### config.mk
export PLATFORM = sky130hd
export DESIGN_NAME = led7seg_scan
export DESIGN_NICKNAME = d
export VERILOG_FILES = /design/src/rtl/led7seg_pkg.sv /design/src/rtl/led7seg_prescaler.sv /design/src/rtl/led7seg_scan.sv
export SDC_FILE = /design/constraint.sdc
export NUM_CORES = 1
export LEC_CHECK = 0
export CAP_MARGIN = 30
export CORE_MARGIN = 8
export CORE_UTILIZATION = 51
export DETAILED_ROUTE_END_ITERATION = 16
export HOLD_SLACK_MARGIN = 0.05
export PLACE_DENSITY = 0.76
export RECOVER_POWER = 25
export SYNTH_ARGS = -nofsm -noshare
export SYNTH_HDL_FRONTEND = slang
export SYNTH_HIERARCHICAL = 1
export SYNTH_SLANG_ARGS = --single-unit
### constraint.sdc
create_clock -name clk -period 3.3 [get_ports clk]
set_clock_uncertainty 0.15 [all_clocks]
set_input_delay 0.825 -clock clk [delete_from_list [all_inputs] [get_ports clk]]
set_output_delay 0.825 -clock clk [all_outputs]
set_load 0.05 [all_outputs]
### src/rtl/led7seg_pkg.sv
// Shared constants and helpers for the multiplexed 7-segment scanner.
// AN_OFF is sized for the widest supported display; users slice it to NDIG.
package led7seg_pkg;

  localparam int NIB_W   = 4;
  localparam int MAX_DIG = 8;

  localparam logic [MAX_DIG-1:0] AN_OFF = '1;

  // A single-digit index still needs one bit to stay a legal vector.
  function automatic int idx_width(input int ndig);
    return (ndig < 2) ? 1 : $clog2(ndig);
  endfunction

endpackage

### src/rtl/led7seg_prescaler.sv
// Free-running slot prescaler: counts 0..PRESCALE-1, flags the last cycle of
// each slot so the scanner can advance on the following edge.
module led7seg_prescaler #(
  parameter int PRESCALE = 50000,
  parameter int CNT_W    = $clog2(PRESCALE)
) (
  input  logic             clk,
  input  logic             rst,
  output logic [CNT_W-1:0] count,
  output logic             tc
);

  assign tc = (count == CNT_W'(PRESCALE - 1));

  always_ff @(posedge clk or posedge rst) begin
    if (rst) begin
      count <= '0;
    end else if (tc) begin
      count <= '0;
    end else begin
      count <= count + 1'b1;
    end
  end

endmodule

### src/rtl/led7seg_scan.sv
// Time-multiplexed NDIG-digit common-anode scanner with frame-aligned commit
// of staged values and per-slot anti-ghosting blanking.
module led7seg_scan
  import led7seg_pkg::*;
#(
  parameter int NDIG      = 4,
  parameter int PRESCALE  = 50000,
  parameter int BLANK_CYC = 2
) (
  input  logic                  clk,
  input  logic                  rst,
  input  logic                  load,
  input  logic [NIB_W*NDIG-1:0] value,
  input  logic [NDIG-1:0]       blank_mask,
  output logic [NIB_W-1:0]      digit,
  output logic [NDIG-1:0]       an,
  output logic                  load_ack,
  output logic                  frame_tick
);

  localparam int IDX_W = idx_width(NDIG);
  localparam int CNT_W = $clog2(PRESCALE);
  localparam int VAL_W = NIB_W * NDIG;

  localparam logic [NDIG-1:0] AN_IDLE = AN_OFF[NDIG-1:0];

  logic [CNT_W-1:0] cnt_p0;
  logic [CNT_W-1:0] cnt_nx;
  logic             tc_p0;
  logic [IDX_W-1:0] idx_p0;
  logic [IDX_W-1:0] idx_nx;
  logic             wrap;
  logic             commit;

  logic [VAL_W-1:0] staged;
  logic [NDIG-1:0]  staged_mask;
  logic             pending;
  logic [VAL_W-1:0] shadow;
  logic [NDIG-1:0]  shadow_mask;
  logic [VAL_W-1:0] shadow_nx;
  logic [NDIG-1:0]  shadow_mask_nx;

  logic [NIB_W-1:0] digit_nx;
  logic [NDIG-1:0]  an_nx;
  logic             lit_nx;

  function automatic logic [NIB_W-1:0] nib_sel(input logic [VAL_W-1:0] v,
                                               input logic [IDX_W-1:0] k);
    return v[NIB_W*int'(k) +: NIB_W];
  endfunction

  function automatic logic [NDIG-1:0] anode_sel(input logic [IDX_W-1:0] k,
                                                input logic [NDIG-1:0]  m,
                                                input logic             lit);
    logic [NDIG-1:0] a;
    a = AN_IDLE;
    if (lit && !m[k]) begin
      a[k] = 1'b0;
    end
    return a;
  endfunction

  led7seg_prescaler #(
    .PRESCALE (PRESCALE),
    .CNT_W    (CNT_W)
  ) u_prescaler (
    .clk   (clk),
    .rst   (rst),
    .count (cnt_p0),
    .tc    (tc_p0)
  );

  // Stage 0: slot/frame sequencing and next-cycle view of the display state
  assign wrap   = tc_p0 && (idx_p0 == IDX_W'(NDIG - 1));
  assign commit = wrap && pending;
  assign cnt_nx = tc_p0 ? '0 : cnt_p0 + 1'b1;

  always_comb begin
    idx_nx = idx_p0;
    if (tc_p0) begin
      idx_nx = wrap ? '0 : idx_p0 + 1'b1;
    end
  end

  assign shadow_nx      = commit ? staged : shadow;
  assign shadow_mask_nx = commit ? staged_mask : shadow_mask;

  // Outputs are computed from the next cycle's count/idx/shadow so that the
  // registered an/digit line up exactly with the slot they describe.
  assign lit_nx   = (int'(cnt_nx) >= BLANK_CYC);
  assign digit_nx = nib_sel(shadow_nx, idx_nx);
  assign an_nx    = anode_sel(idx_nx, shadow_mask_nx, lit_nx);

  always_ff @(posedge clk or posedge rst) begin
    if (rst) begin
      idx_p0 <= '0;
    end else begin
      idx_p0 <= idx_nx;
    end
  end

  // A load coinciding with a commit wins pending: the old staged value is
  // committed this edge and the new one waits for the next frame.
  always_ff @(posedge clk or posedge rst) begin
    if (rst) begin
      staged      <= '0;
      staged_mask <= '0;
      pending     <= 1'b0;
    end else if (load) begin
      staged      <= value;
      staged_mask <= blank_mask;
      pending     <= 1'b1;
    end else if (commit) begin
      pending     <= 1'b0;
    end
  end

  always_ff @(posedge clk or posedge rst) begin
    if (rst) begin
      shadow      <= '0;
      shadow_mask <= '0;
    end else begin
      shadow      <= shadow_nx;
      shadow_mask <= shadow_mask_nx;
    end
  end

  // Stage 1: registered display outputs
  always_ff @(posedge clk or posedge rst) begin
    if (rst) begin
      digit      <= '0;
      an         <= AN_IDLE;
      load_ack   <= 1'b0;
      frame_tick <= 1'b0;
    end else begin
      if (tc_p0) begin
        digit <= digit_nx;
      end
      an         <= an_nx;
      load_ack   <= commit;
      frame_tick <= wrap;
    end
  end

endmodule

; After elaboration in Yosys (flattened, before gate mapping)
; Cells that the tools add are included.
[word_totals]
out_inout_bits = 10
elab_cells = 38
regBits = 69
[op_classes]
eq_ne = 2
shift = 1
n_reduce_logical = 6
magnitude_cmp = 3
muxes = 12
n_addsub = 2
bitwise_logic = 1
[op_table]
columns = operator, count
row1 = 16-bit 2-to-1 mux, 2
row2 = 16-bit by 1-bit adder with 16-bit output (second input constant), 1
row3 = 16-bit equality test (second input constant), 1
row4 = 16-bit by 2-bit greater-or-equal comparator with 1-bit output (second input constant), 1
row5 = 16-bit by 5-bit indexed part select with 4-bit output, 1
row6 = 4-bit 2-to-1 mux, 2
row7 = 1-bit logical AND, 4
row8 = 1-bit 2-to-1 mux, 4
row9 = 2-bit 2-to-1 mux, 2
row10 = 4-bit NOT, 1
row11 = 2-bit by 3-bit < comparator with 1-bit output (second input constant), 1
row12 = 2-bit by 1-bit adder with 2-bit output (second input constant), 1
row13 = 1-bit binary-select mux with 2-bit select, 1
row14 = 1-bit demux with 2-bit select, 1
row15 = 2-bit equality test (second input constant), 1
row16 = 2-bit by 1-bit greater-or-equal comparator with 1-bit output (second input constant), 1
row17 = 2-bit nonzero test, 1
row18 = 1-bit zero test, 1

; Logic depth before layout (Yosys ltp)
[logic_depth]
word_depth = 10
ltp_mapped = 11
depth_no_buf = 9

; Cells and area by module
; Netlist, hierarchy kept.
[by_module_without_submodules]
columns = module, seq_area_each_um2, area_per_inst_um2, cells_each, n_inst
row1 = led7seg_scan, 1331.3, 2457.4, 194, 1
row2 = led7seg_prescaler, 400.4, 757.0, 68, 1

; Worst setup path before layout
; Ideal clock, no wire load.
[synth_path]
kind = register -> register
from = register u_prescaler.count[7]
to = register digit[0]
stages_incl_launch_ff = 9
t_required_ns = 3.022
slack_ns = 0.052
synth_period_minus_slack_ns = 3.248
t_arrival_ns = 2.970
cell_sequence = dfrtp_1 -> or4b_4 -> nor4_4 -> buf_2 -> xnor2_2 -> mux4_2 -> and2_1 -> a2111oi_2 -> nor2_1
[synth_between]
elab_chain_cells = 5
elab_cells_between_ends = 7
cone_classes = eq/ne: 1 / shift: 1 / mux: 3 / reduce/logical: 2
[synth_lines]
columns = item, line
row1 = start: declaration, led7seg_prescaler.sv:9  ; output logic [CNT_W-1:0] count,
row2 = start signal: assignment, led7seg_prescaler.sv:21  ; count <= count + 1'b1;
row3 = 16-bit equality test *, led7seg_prescaler.sv:13  ; assign tc = (count == CNT_W'(PRESCALE - 1));
row4 = via tc_p0, led7seg_scan.sv:29  ; logic tc_p0;
row5 = 1-bit logical AND, led7seg_scan.sv:74  ; assign wrap = tc_p0 && (idx_p0 == IDX_W'(NDIG - 1));
row6 = 2-bit 2-to-1 mux / 1-bit logical AND (equally long branches), "led7seg_scan.sv:81, led7seg_scan.sv:75"
row7 = 2-bit 2-to-1 mux / 16-bit 2-to-1 mux (equally long branches), "led7seg_scan.sv:80, led7seg_scan.sv:85"
row8 = 16-bit by 5-bit indexed part select with 4-bit output, led7seg_scan.sv:49  ; return v[NIB_W*int'(k) +: NIB_W];
row9 = end signal: assignment, led7seg_scan.sv:137  ; digit <= digit_nx;
row10 = end: declaration, led7seg_scan.sv:15  ; output logic [NIB_W-1:0] digit,
; The timed path passes the listed nets; every way through them passes the cells marked *.
; A chain may end at the register's enable or synchronous reset.

; Worst setup path in the final report
[layout_path]
from = register u_prescaler.count[15]
to = register digit[0]
; Same word-level chain as after synthesis.

==> flow_summary_export.csv <==
group,metric,value,unit
worst_hold_path,hold-path-cell-count,1,
clock_network,path_clk_slew,0.07,ns
die,fp.dieW,95.4,um
clock_network,clock_tree_from_tritoncts,"done",
grt,global_route_wire_length_before_repair,10900,um
worst_setup_path,cp-start-kind,"register",
die,floorplan.die_area,0.00910,mm2
finish,area_growth,22.0,%
sta,max_clock_freq,330,MHz
route,antenna_violating_nets_post_route,0,
power,static-leakage-power,1.82,nW
finish,stdcell_count,397,
logic_synthesis,synthTopCellsByArea,"sky130_fd_sc_hd__dfrtp_1 (51%), sky130_fd_sc_hd__mux2_2 (13%), sky130_fd_sc_hd__dfstp_2 (3.3%), sky130_fd_sc_hd__nor2_1 (3.2%), sky130_fd_sc_hd__xor2_1 (2.5%)",
logic_synthesis,number_of_flip_flops_and_latches_in_the_synthesized_netlist,69,
sta,rsz0062_at_grt,"no",
sta,period_share,91.8,%
worst_setup_path,endpoint_kind,"register",
power,ir_drop,0.340,mV
grt,gr-usage-all-layers,15.7,%
worst_setup_path,worst_path_cell_chain,"or4bb_1 -> nor4_4 -> xnor2_2 -> mux4_2 -> and2_1 -> a2111oi_2 -> nor2_1",
route,route.vias.total,2241,
worst_setup_path,critical-path-top-delay-family,"simple AND/OR/NAND/NOR gates",
grt,grt_max_degree,31,
finish,fillCellCount,496,
placement,dpl.hpwl,4710,um
logic_synthesis,syn_avg_cell_area,12.3,um2
die,boundaryPins,33,
logic_synthesis,synth_flop_cell,"sky130_fd_sc_hd__dfrtp_1",
sta,fin_crit,3.03,ns
worst_setup_path,r2r-start,"u_prescaler/count[15]",
sta,setup-violations-final,0,
grt,vias_in_the_first_global_route,2239,
finish,diodes,0,
route,drc,0,
finish,drive_above_1_share,27.8,%
sta,timing.final.max_slew_violations,0,
sta,worst-slew-pin-transition,1.13,ns
worst_hold_path,sink_of_the_worst_hold_path,"shadow_mask[2]",
logic_synthesis,syn-num-nets,288,
clock_network,clock_root_buffer,"sky130_fd_sc_hd__clkbuf_8",
worst_hold_path,hold_path.startpoint,"shadow_mask[2]",
clock_network,cts_hold_buf,0,
placement,dp_cells,382,
worst_setup_path,cpPeakStageDelay,0.56,ns
worst_setup_path,critical_path_buf_inv_count,0,
grt,busiest_layer,"met2",
clock_network,insertion_delay,0.34,ns
clock_network,htreeDepth,3,
die,die_height,95.4,um
grt,global_route.usage.met1,20.1,%
die,fp.coreArea,0.00620,mm2
finish,final_nets,342,
die,initial_core_util,51.8,%
worst_setup_path,critPathRequiredTime,3.37,ns
logic_synthesis,synthDominantAreaCellType,"sky130_fd_sc_hd__dfrtp_1",
sta,setup-tns-final,0,ns
logic_synthesis,synth_edf_count,0,
run_status,run_status,"finished, final reports clean",
finish,multiInputGateArea,0.00141,mm2
route,route.final.wire_length,6400,um
logic_synthesis,number_of_instances_in_the_synthesized_netlist,262,
logic_synthesis,synthDistinctLibCells,47,
grt,grt_util_met2,23.6,%
power,cellPowerDensity,403,mW/mm2
grt,antenna_violations_before_repair,0,
clock_network,postCtsSetupBuffers,0,
route,vias_per_cell,5.64,
logic_synthesis,async_reset_ff_share,100,%
route,wl_per_cell,16.1,um
worst_setup_path,crit_path_top_delay_cell,"sky130_fd_sc_hd__mux4_2",
worst_setup_path,reg2reg_setup_slack,0.27,ns
worst_setup_path,timing.setup.critical_path_class,"register to register",
logic_synthesis,yosysTopAreaCellShare,50.6,%
worst_setup_path,crit_arrival,3.10,ns
die,num_rows,29,
sta,final.hold.worst_slack,0.343,ns
finish,utilization,63.2,%
clock_network,buffer_depth_of_the_longest_clock_path,2,
sta,timing.final.hold_violations,0,
logic_synthesis,yosysWarningCount,6,
worst_setup_path,reg2reg_depth,7,
worst_setup_path,critical_path.reg2reg.endpoint,"digit[0]",
clock_network,numClockSinks,69,
clock_network,resized_gates_after_cts,0,
worst_hold_path,hold_class,"register to register",
placement,place_congestion,0.836,
grt,globalRouteMet3Util,6.46,%
route,detailedRoute.firstIterationViolations,130,
clock_network,cts_made_buffers,9,
flow_run,maxCapViolations,0,
worst_setup_path,crit_path_max_fanout,8,
logic_synthesis,ys_seq_area_share,53.9,%
logic_synthesis,area_of_the_mapped_netlist,0.00321,mm2
placement,buffer_ports.inserted,32,
finish,area.sequential,0.00173,mm2
sta,max_slew_margin,24.8,%
route,drt_first_pass_iters,6,
grt,global_route.overflow_total,0,
[report_power, final]
group	switching, mW	internal [mW]	total (mW)	leakage [nW]
registers	0.0147	0.871	0.885	0.885
clock network	0.291	0.328	0.620	0.0905
logic	0.0294	0.0472	0.0766	0.849
[cells in the final DEF (no fill, tap or decap), drive strengths merged, types with 2 or more instances in the layout]
cell type and n:
dfstp 4, nand2b 2, nor2 27, a21oi 8
xor2 9, xnor2 7, inv 11, ha 3
clkdlybuf4s50 31, nand4 9, nor2b 3, mux2 38
a311oi 3, buf 19, or4bb 2, or3 4
nand3 7, mux4 2, clkinvlp 2, a2111oi 2
nand2 9, mux2i 5, and4 4, dfrtp 65
o31a 3, nor4 8, a21o 2, nor3 4
clkbuf 12
[area by class of cell]
type / count / share of cell area (%)
inverters: 11 / 1.05
flip-flops and latches: 69 / 44.1
clock buffers: 12 / 4.21
well taps: 77 / 2.46
clock inverters: 3 / 0.510
multi-input cells: 174 / 35.8
repair buffers: 51 / 11.8
[cells in the mapped netlist, types with 3 or more instances]
cell / count
sky130_fd_sc_hd__inv_1: 11
sky130_fd_sc_hd__or3_1: 3
sky130_fd_sc_hd__nor3_1: 4
sky130_fd_sc_hd__nand4_1: 7
sky130_fd_sc_hd__o31a_1: 3
sky130_fd_sc_hd__a311oi_1: 3
sky130_fd_sc_hd__a21oi_1: 8
sky130_fd_sc_hd__nand2_1: 9
sky130_fd_sc_hd__dfrtp_1: 65
sky130_fd_sc_hd__nor2b_1: 3
sky130_fd_sc_hd__dfstp_2: 4
sky130_fd_sc_hd__buf_2: 5
sky130_fd_sc_hd__and4_1: 4
sky130_fd_sc_hd__mux2_2: 38
sky130_fd_sc_hd__nor4_1: 6
sky130_fd_sc_hd__xnor2_1: 6
sky130_fd_sc_hd__nor2_1: 27
sky130_fd_sc_hd__ha_1: 3
sky130_fd_sc_hd__nand3_1: 6
sky130_fd_sc_hd__xor2_1: 9
sky130_fd_sc_hd__mux2i_1: 5
[worst max-delay path by stage]
stage	start	slack, ns	endpoint	depth (start not counted)
after floorplan	u_prescaler/count[7]	0.05	digit[0]	8
after global placement	u_prescaler/count[7]	0.34	digit[0]	7
after detailed placement	u_prescaler/count[15]	0.27	digit[0]	7
after CTS	u_prescaler/count[15]	0.26	digit[0]	7
after global routing	u_prescaler/count[0]	0.1	digit[0]	8
final	u_prescaler/count[15]	0.27	digit[0]	7
[metrics by stage]
stage	setup WS (ns)	total power [mW]	area, um2
final	0.270	1.58	3920
after global routing	0.0966	1.65	3920
after CTS	0.263	1.61	3920
after detailed placement	0.270	0.981	3740
after global placement	0.338	0.978	3740
after floorplan	0.0522	0.937	3210
[flip-flops by register name, summed over array words and instances (netlist names), 2 cells and up]
register           flops
shadow                16
staged                16
u_prescaler/count     16
an                     4
digit                  4
shadow_mask            4
staged_mask            4
idx_p0                 2
[metal layers]
layer | share of wire (%) | vias to the layer above
met2 | 47 | 50
li1 | - | 1058
met3 | 5.6 | 14
met1 | 46 | 1119
met4 | 1.8 | 0
met5 | 0 | -
[worst register-to-register path, cell delays in order (launching register included)]
cell	delay, ns
sky130_fd_sc_hd__dfrtp_1	0.42
sky130_fd_sc_hd__or4bb_1	0.55
sky130_fd_sc_hd__nor4_4	0.39
sky130_fd_sc_hd__xnor2_2	0.27
sky130_fd_sc_hd__mux4_2	0.56
sky130_fd_sc_hd__and2_1	0.19
sky130_fd_sc_hd__a2111oi_2	0.33
sky130_fd_sc_hd__nor2_1	0.07
[logic make-up (layout without fill, tap and decap cells)]
family                   count (synthesis)  in the layout  share of synthesized area [%]
buffers and inverters                   19             77                           2.41
multiplexers                            45             45                           16.3
AO/OA/AOI/OAI                           25             25                           5.80
adder cells (fa/ha/maj)                  3              3                           1.17
flip-flops                              69             69                           53.9
XOR/XNOR                                16             16                           4.59
AND/OR/NAND/NOR                         85             85                           15.9
Power figures use the tool's default switching activity.
